`src/rtl/if_fetch.sv`:
```
// ---------------------------------------------------------------------------
// if_fetch -- instruction-fetch stage of the five-stage RISC-V core.
//
// Builds each 32-bit instruction from four little-endian byte reads on a
// byte-wide memory port that is shared with the MEM stage (MEM has priority,
// so a read only goes out in a cycle where mem_grant_i is high).  While an
// instruction is being assembled the stage holds stallreq_if high so that
// IF/ID inserts a bubble.  An EX redirect takes effect on the next edge and
// throws away any partially fetched instruction.
//
// State | Meaning
// ------+-------------------------------------------------------------------
// FETCH | issuing byte reads pc..pc+3 and capturing the returned bytes;
//       | if_inst = 0, stallreq_if = 1
// DONE  | instruction presented on if_pc/if_inst, stallreq_if = 0; no reads;
//       | advances to pc+4 when stall[0] releases
//
// Ports
//   clk              clock, all state updates on the rising edge
//   rst              synchronous active-high reset
//   stall[5:0]       pipeline stall vector from ctrl; only stall[0] is used
//   branch_flag_i    EX redirect qualifier (single cycle)
//   branch_target_i  redirect address
//   mem_grant_i      memory arbiter grant for this cycle
//   mem_din_i        read byte, valid the cycle after an issued read
//   mem_a_o          byte read address (pc + bytes already issued)
//   mem_rd_o         read strobe, combinational
//   if_pc            PC of the presented instruction (registered)
//   if_inst          presented instruction, zero while fetching (registered)
//   stallreq_if      stall request while no instruction is available
// ---------------------------------------------------------------------------
module if_fetch (
  input  logic        clk,
  input  logic        rst,
  input  logic [5:0]  stall,
  input  logic        branch_flag_i,
  input  logic [31:0] branch_target_i,
  input  logic        mem_grant_i,
  input  logic [7:0]  mem_din_i,
  output logic [31:0] mem_a_o,
  output logic        mem_rd_o,
  output logic [31:0] if_pc,
  output logic [31:0] if_inst,
  output logic        stallreq_if
);

  localparam logic [31:0] ZeroWord = 32'h0000_0000;
  localparam logic        STOP     = 1'b1;

  typedef enum logic {
    FETCH = 1'b0,
    DONE  = 1'b1
  } state_t;

  state_t      state;
  logic [31:0] pc;
  logic [2:0]  issue_cnt;
  logic [2:0]  recv_cnt;
  logic        pend;
  logic [7:0]  b0, b1, b2;
  logic        want_issue;

  // Only the PC-hold bit of the stall vector matters to this stage.
  logic unused_stall;
  assign unused_stall = ^stall[5:1];

  assign want_issue = (state == FETCH) && (issue_cnt < 3'd4);
  assign mem_a_o    = pc + {29'd0, issue_cnt};
  // Reset and redirect both suppress the read so no stray byte is requested
  // for an address that is about to be abandoned.
  assign mem_rd_o   = want_issue && mem_grant_i && !rst && !branch_flag_i;

  always_ff @(posedge clk) begin
    if (rst) begin
      state       <= FETCH;
      pc          <= ZeroWord;
      issue_cnt   <= 3'd0;
      recv_cnt    <= 3'd0;
      pend        <= 1'b0;
      b0          <= 8'h00;
      b1          <= 8'h00;
      b2          <= 8'h00;
      if_pc       <= ZeroWord;
      if_inst     <= ZeroWord;
      stallreq_if <= 1'b0;
    end else if (branch_flag_i) begin
      // Redirect wins over everything, including a capture that would have
      // completed the instruction this cycle.
      state       <= FETCH;
      pc          <= branch_target_i;
      issue_cnt   <= 3'd0;
      recv_cnt    <= 3'd0;
      pend        <= 1'b0;
      if_inst     <= ZeroWord;
      stallreq_if <= 1'b1;
    end else begin
      case (state)
        FETCH: begin
          if_inst     <= ZeroWord;
          stallreq_if <= 1'b1;

          if (mem_rd_o) begin
            issue_cnt <= issue_cnt + 3'd1;
            pend      <= 1'b1;
          end else begin
            pend      <= 1'b0;
          end

          if (pend) begin
            recv_cnt <= recv_cnt + 3'd1;
            case (recv_cnt)
              3'd0:    b0 <= mem_din_i;
              3'd1:    b1 <= mem_din_i;
              3'd2:    b2 <= mem_din_i;
              default: ;
            endcase
            // Fourth byte goes straight to the output; no need to buffer it.
            if (recv_cnt == 3'd3) begin
              state       <= DONE;
              if_inst     <= {mem_din_i, b2, b1, b0};
              if_pc       <= pc;
              stallreq_if <= 1'b0;
            end
          end
        end

        DONE: begin
          pend <= 1'b0;
          if (stall[0] != STOP) begin
            state       <= FETCH;
            pc          <= pc + 32'd4;
            issue_cnt   <= 3'd0;
            recv_cnt    <= 3'd0;
            if_inst     <= ZeroWord;
            stallreq_if <= 1'b1;
          end
        end

        default: state <= FETCH;
      endcase
    end
  end

endmodule
```
`config.mk`:
```
export PLATFORM = sky130hd
export DESIGN_NAME = if_fetch
export DESIGN_NICKNAME = d
export VERILOG_FILES = /design/src/rtl/if_fetch.sv
export SDC_FILE = /design/constraint.sdc
export NUM_CORES = 1
export LEC_CHECK = 0
export ABC_AREA = 1
export CAP_MARGIN = 10
export CELL_PAD_IN_SITES_DETAIL_PLACEMENT = 1
export CELL_PAD_IN_SITES_GLOBAL_PLACEMENT = 2
export CORE_MARGIN = 4
export CORE_UTILIZATION = 24
export DETAILED_ROUTE_END_ITERATION = 16
export PLACE_DENSITY_LB_ADDON = 0.1
export REMOVE_ABC_BUFFERS = 1
export SYNTH_ARGS = -nofsm -noshare
export SYNTH_HDL_FRONTEND = slang
export SYNTH_SLANG_ARGS = --single-unit
```
`constraint.sdc`:
```
create_clock -name clk -period 1.8 [get_ports clk]
set_input_delay 0.36 -clock clk [delete_from_list [all_inputs] [get_ports clk]]
set_output_delay 0.36 -clock clk [all_outputs]
set_load 0.03 [all_outputs]
```
==> impl_metrics.json, run 1 <==
{
  "status": "finished, violations left",
  "violations": "negative setup slack",
  "critPathArrivalTime_ns": 2.20,
  "layout_setup_ws_ns": -0.7616,
  "switching_share": 0.2761,
  "drt_wl_total_um": 25140,
  "yosysWarningCount": 0,
  "crit_path_max_incr_delay_ns": 0.36,
  "worst_slew_pin_slew_ns": 0.3672,
  "worstPathMaxFanout": 3,
  "hold_viol_final": 0,
  "clock_sinks": 129,
  "crit_top_cell": "nand2_2",
  "clock-skew-final_ns": 0.01258,
  "clk_latency_ns": 0.43,
  "synthAdderAreaFrac": 0.02378,
  "yosys.cell_types.count": 31,
  "cp-start-kind": "register",
  "synth_area_leader_cell": "dfxtp_1",
  "grt_antenna_before_repair": 0,
  "hold_path_class": "reg2reg",
  "path_cells": "ha_4 -> fa_2 -> nand2_2 -> a21oi_4 -> nand3_4 -> nor2_4 -> nand2_2 -> xor2_2 -> buf_12",
  "synth_edf_count": 0,
  "timing.final.crit_share": 1.423,
  "synthMuxAreaShare": 0.001640,
  "synth_compound_area_frac": 0.1492,
  "cts_buffers": 17,
  "postRouteAntennaNets": 0,
  "cpMaxStageDelayCell": "dfxtp_2",
  "buffer_ports.inserted": 142,
  "synthTopCellsByArea": "dfxtp_1 42%, nand2_1 12%, nor2_1 7.9%",
  "syn_area_sq_mm": 0.006103,
  "htreeDepth": 4,
  "ys_seq_area_frac": 0.4231,
  "maxSlewViolCount": 0,
  "end_kind": "output port",
  "drv_cap": 0,
  "placed_cells": 1448,
  "register_area_sq_mm": 0.002614,
  "synth.top_cell.area_share": 0.4231,
  "combPwrFrac": 0.126,
  "fin_nets": 1210,
  "clk_pin_slew_ns": 0.07,
  "p_leak_nw": 4.626,
  "grt_pass1_vias": 6816,
  "stdcell_count": 1491,
  "area_growth_syn_to_layout_pct": 69.52,
  "post_synth_xor_area_fraction": 0.05023,
  "avgSynthCellArea_sq_um": 6.944,
  "cts_tree": "built",
  "synth_ff_type": "dfxtp_1",
  "hold_buffers": 0,
  "whs_ns": 0.4569,
  "switching_power_mw": 2.005,
  "setup_violations": 31,
  "grt_overflow_total": 0,
  "finalPower_mw": 7.262,
  "drive_above_1_share": 0.2730,
  "path_buf_inv": 1,
  "p_seq_frac": 0.410,
  "grt_max_degree": 34,
  "critPathKind": "reg2out",
  "die_y_um": 167.5,
  "fmax_mhz": 390.4,
  "ir_worst_vdd_v": 0.0003589,
  "drc": 0,
  "p_int_mw": 5.257,
  "gp_congestion": 0.7933,
  "drt_pass1_iterations": 4,
  "io-pin-count": 148,
  "die_area_sq_mm": 0.02805,
  "multi_input_area_sq_mm": 0.003615,
  "synth_top_family_by_area": "simple AND/OR/NAND/NOR gates",
  "drt_iter0_drc": 311,
  "crit_family": "simple AND/OR/NAND/NOR gates",
  "core_area_sq_mm": 0.02511,
  "grt.total_usage": 0.1793,
  "start_util": 0.2431,
  "wl_per_cell_um": 16.86,
  "dpl.hpwl_um": 18760,
  "cts_buffer_depth": 2,
  "clkPwrFrac": 0.464,
  "insertedDiodeCount": 0,
  "p_per_area_mw_per_mm2": 701.9,
  "via_per_inst": 4.416,
  "maxSlewHeadroom": 0.7561,
  "synth-simple-area-share": 0.2782,
  "min_period_ns": 2.562,
  "netlist_instances": 879,
  "cts-root-buf": "clkbuf_16",
  "die_w_um": 167.5,
  "cp.required_ns": 1.44,
  "via_count": 6585,
  "grt_setup_unrepaired": "yes",
  "num_rows": 58,
  "async_flop_share": 0,
  "nFillCells": 3065,
  "yosys_register_bits": 129,
  "grt_first_pass_wirelength_um": 39710
}
## registers in the layout, summed over array words and instances, names as in the netlist
name	cells
issue_cnt	3
state	1
if_inst	32
if_pc	32
b1	8
b0	8
pc	32
b2	8
recv_cnt	3
stallreq_if	1
pend	1
## worst paths after layout
| check | cells after the start | from | slack (ns) | end |
|---|---|---|---|---|
| setup reg to reg | 8 | pc[2] | 0.11 | pc[20] |
| setup / recovery | 9 | pc[0] | -0.76 | mem_a_o[30] |
| hold reg to reg | 2 | b2[4] | 0.46 | if_inst[20] |
| hold / removal | 2 | b2[4] | 0.46 | if_inst[20] |
## cells in the final DEF, fill, tap and decap left out, types with 17 or more instances in the layout
| master | n |
|---|---|
| dlygate4sd2_1 | 53 |
| clkdlybuf4s50_1 | 42 |
| buf_4 | 127 |
| a21oi_1 | 76 |
| buf_6 | 17 |
| buf_12 | 29 |
| inv_1 | 73 |
| clkbuf_16 | 18 |
| nand3_1 | 41 |
| dfxtp_1 | 108 |
| nand2_1 | 185 |
| dfxtp_2 | 19 |
| o21ai_0 | 84 |
| xor2_1 | 17 |
| nor2_1 | 115 |
## power by group through the flow
stage                     logic, mW  clock network (mW)  registers [mW]
after floorplan               0.315                   0            3.02
after global placement        0.863                   0            3.03
after detailed placement      0.862                   0            3.03
after CTS                     0.892                3.46            2.97
after global routing          0.993                3.58            2.98
final                         0.917                3.37            2.97
## cells in the mapped netlist (2+ instances only)
cell and count:
clkinv_1 2, nand3_1 48, inv_1 77, xnor2_1 2, o22ai_1 2, nor2_1 128
dfxtp_1 129, nand4_1 4, nor3_1 10, nand2_1 198, a21oi_1 77, a211oi_1 3
o21ai_0 85, a31oi_1 7, nand2_2 7, buf_2 13, ha_1 10, xor2_1 33
nor2_2 14, clkbuf_2 2, clkbuf_1 18
## repair_timing
item / in CTS / in global routing
cloned: 1 / 1
buffers inserted: 5 / 8
gates resized for setup: 135 / 76
pin swaps: 18 / 21
endpoints found under the setup margin: 86 / 89
## worst reg2reg max path: stages, from the launching register on
cell	delay (ns)
dfxtp_4	0.36
buf_4	0.13
ha_1	0.20
nand3_1	0.16
nor2_2	0.15
nand2_1	0.10
o21ai_0	0.21
nand3_1	0.13
a21oi_1	0.15
## logic make-up after synthesis
logic type	count (synthesis)
simple gates	412
compound gates	177
flops	129
buf+inv	114
xor+xnor	35
fa+ha+maj	11
mux	1
## per-stage QoR
step | instance area, sq um | worst slack (ns) | utilization | setup TNS (ns)
detailed placement | 9011 | -0.4745 | 0.3589 | -15.81
global placement | 9011 | -0.4069 | 0.3589 | -14.09
finish | 10350 | -0.7616 | 0.4120 | -19.34
CTS | 9940 | -0.7507 | 0.3959 | -17.80
global route | 10350 | -0.8666 | 0.4120 | -21.96
floorplan | 5953 | -1.426 | - | -59.55
## routing by layer
layer,vias to the layer above,share of wire,global-route usage
met5,-,0,0
met4,0,0.0074,0.03599
met3,15,0.035,0.03140
met2,110,0.43,0.2691
met1,3100,0.52,0.2702
li1,3360,-,-
## final cells by class
| cell class | count | share of cell area |
|---|---|---|
| sequential | 129 | 0.2526 |
| multi-input combinational | 636 | 0.3494 |
| tap | 330 | 0.03991 |
| clock buffer | 17 | 0.04112 |
| clock inverter | 14 | 0.01234 |
| timing repair buffer | 285 | 0.2752 |
| inverter | 80 | 0.02939 |
Power figures use the tool's default switching activity.
==> run 2, diff against run 1 <==
Settings changed: TNS_END_PERCENT from default to 100.
==> results of run 2 <==
No change in the layout: final DEF, timing and power equal those of run 1.
==> run 3, diff against run 2 <==
Settings changed: CORE_UTILIZATION 24 to 25, CTS_BUF_LIST from default to sky130_fd_sc_hd__clkbuf_8.
==> impl_metrics.json, run 3 (synthesis gave the netlist of run 1 again) <==
{
  "status": "finished, violations left",
  "violations": "negative setup slack",
  "p_leak_nw": 4.347,
  "path_cells": "ha_4 -> fa_2 -> nand2_2 -> a21oi_4 -> nand3_4 -> nor2_4 -> xor2_1 -> buf_12",
  "critPathArrivalTime_ns": 2.21,
  "final_common_cell": "nand2_1",
  "most-common-layout-cells": "183 x nand2_1, 117 x buf_4, 112 x nor2_1, 112 x dfxtp_1, 85 x o21ai_0",
  "r2r_slack_ns": 0.11,
  "use_met3": 0.03664,
  "layout_setup_ws_ns": -0.7699,
  "hold_viol_final": 0,
  "cts_tree": "built",
  "use_met1": 0.2719,
  "grt_use_met2": 0.2824,
  "min_period_ns": 2.570,
  "clk_pin_slew_ns": 0.09,
  "maxSlewViolCount": 0,
  "whs_path_depth": 2,
  "wl_per_cell_um": 16.87,
  "grt_max_degree": 31,
  "num_rows": 56,
  "path_buf_inv": 1,
  "drt_pass1_iterations": 4,
  "die_w_um": 164.2,
  "htreeDepth": 4,
  "grt_overflow_total": 0,
  "worst_slew_pin_slew_ns": 0.4006,
  "maxSlewHeadroom": 0.7327,
  "ir_worst_vdd_v": 0.0004203,
  "die_y_um": 164.2,
  "area_growth_syn_to_layout_pct": 66.42,
  "drt_wl_total_um": 24850,
  "setup_violations": 31,
  "drv_cap": 0,
  "gp_congestion": 0.7991,
  "io-pin-count": 148,
  "r2r_start": "pc[9]",
  "cp-start-kind": "register",
  "grt.total_usage": 0.1845,
  "final_area_sq_mm": 0.01016,
  "crit_end": "mem_a_o[14]",
  "grt_first_pass_wirelength_um": 38450,
  "clock_sinks": 129,
  "die_area_sq_mm": 0.02698,
  "dpl.hpwl_um": 18480,
  "rr_worst_depth": 10,
  "startpoint": "issue_cnt[0]",
  "grt_setup_unrepaired": "yes",
  "timing.final.crit_share": 1.428,
  "drc": 0,
  "via_per_inst": 4.459,
  "buffer_ports.inserted": 142,
  "drive_above_1_share": 0.2756,
  "crit_path_max_incr_delay_ns": 0.37,
  "drt_iter0_drc": 262,
  "worstPathMaxFanout": 3,
  "cpMaxStageDelayCell": "dfxtp_2",
  "insertedDiodeCount": 0,
  "end_kind": "output port",
  "hold_path_class": "reg2reg",
  "critPathKind": "reg2out",
  "start_util": 0.2570,
  "clk_latency_ns": 0.46,
  "via_count": 6568,
  "core_area_sq_mm": 0.02375,
  "crit_family": "flip-flops",
  "cts-root-buf": "clkbuf_8",
  "whs_ns": 0.4648,
  "cts_buffer_depth": 2,
  "fmax_mhz": 389.1,
  "rr_endpoint": "pc[30]",
  "grt_pass1_vias": 6842,
  "dpl_cell_area_sq_mm": 0.008962,
  "crit_cells": 8,
  "postRouteAntennaNets": 0,
  "clock-skew-final_ns": 0.01730,
  "fin_nets": 1202,
  "grt_antenna_before_repair": 0,
  "p_per_area_mw_per_mm2": 626.8,
  "cts_buffers": 17,
  "cp.required_ns": 1.44,
  "reg_top3": "if_inst x32, if_pc x32, pc x32",
  "grt-busiest-layer": "met2"
}
[run 3: timing repair]
| item | in CTS | in global routing |
|---|---|---|
| pin swaps | 23 | 25 |
| endpoints found under the setup margin | 98 | 45 |
| setup buffers | 7 | 9 |
| hold buffers | 0 | 0 |
| cloned | 0 | 2 |
| gates resized for setup | 162 | 65 |
[run 3: stage by stage]
stage	TNS [ns]	utilization	instances	setup slack (ns)	power, mW
4_1_cts	-20.62	0.4106	1467	-0.8234	6.451
2_1_floorplan	-59.55	-	845	-1.426	3.339
6_report	-18.98	0.4276	1473	-0.7699	6.367
3_5_place_dp	-26.68	0.3773	1429	-0.5191	3.887
5_1_grt	-22.50	0.4276	1473	-0.8955	6.688
3_3_place_gp	-22.60	0.3773	1429	-0.4520	3.885
[run 3: cell type report]
type                            instances  area [sq um]
Sequential cell                       129          2611
Clock buffer                           17         234.0
Timing Repair Buffer                  277          2743
Fill cell                            2878         13600
Inverter                               80         302.8
Tap cell                              319         399.1
Multi-Input combinational cell        636          3722
Clock inverter                         15         145.1
[run 3: worst reg2reg max path, stage by stage (launching register included)]
cell	delay, ns
dfxtp_1	0.40
nand2_2	0.11
nor2_1	0.23
nand2_2	0.17
buf_4	0.18
nor2_2	0.17
nand2_1	0.09
nand2_1	0.06
nand3_1	0.06
nand2_1	0.07
nand2_1	0.04
[run 3: power breakdown]
part           switching, mW  internal (mW)  leakage [nW]
clock                   1.45           1.03         0.190
combinational          0.482          0.438          3.10
sequential            0.0607           2.91          1.05
[run 3: routing by layer]
metal,share of wire,up-vias
li1,-,3333
met1,0.51,3115
met2,0.45,110
met3,0.035,10
met4,0.0063,0
met5,0,-
[run 3: how the worst min path moves through the flow]
stage | startpoint | end
global route | branch_target_i[6] | pc[6]
floorplan | rst | pc[13]
detailed placement | if_inst[24] | if_inst[24]
finish | b1[4] | if_inst[12]
CTS | if_inst[24] | if_inst[24]
global placement | b2[7] | if_inst[23]
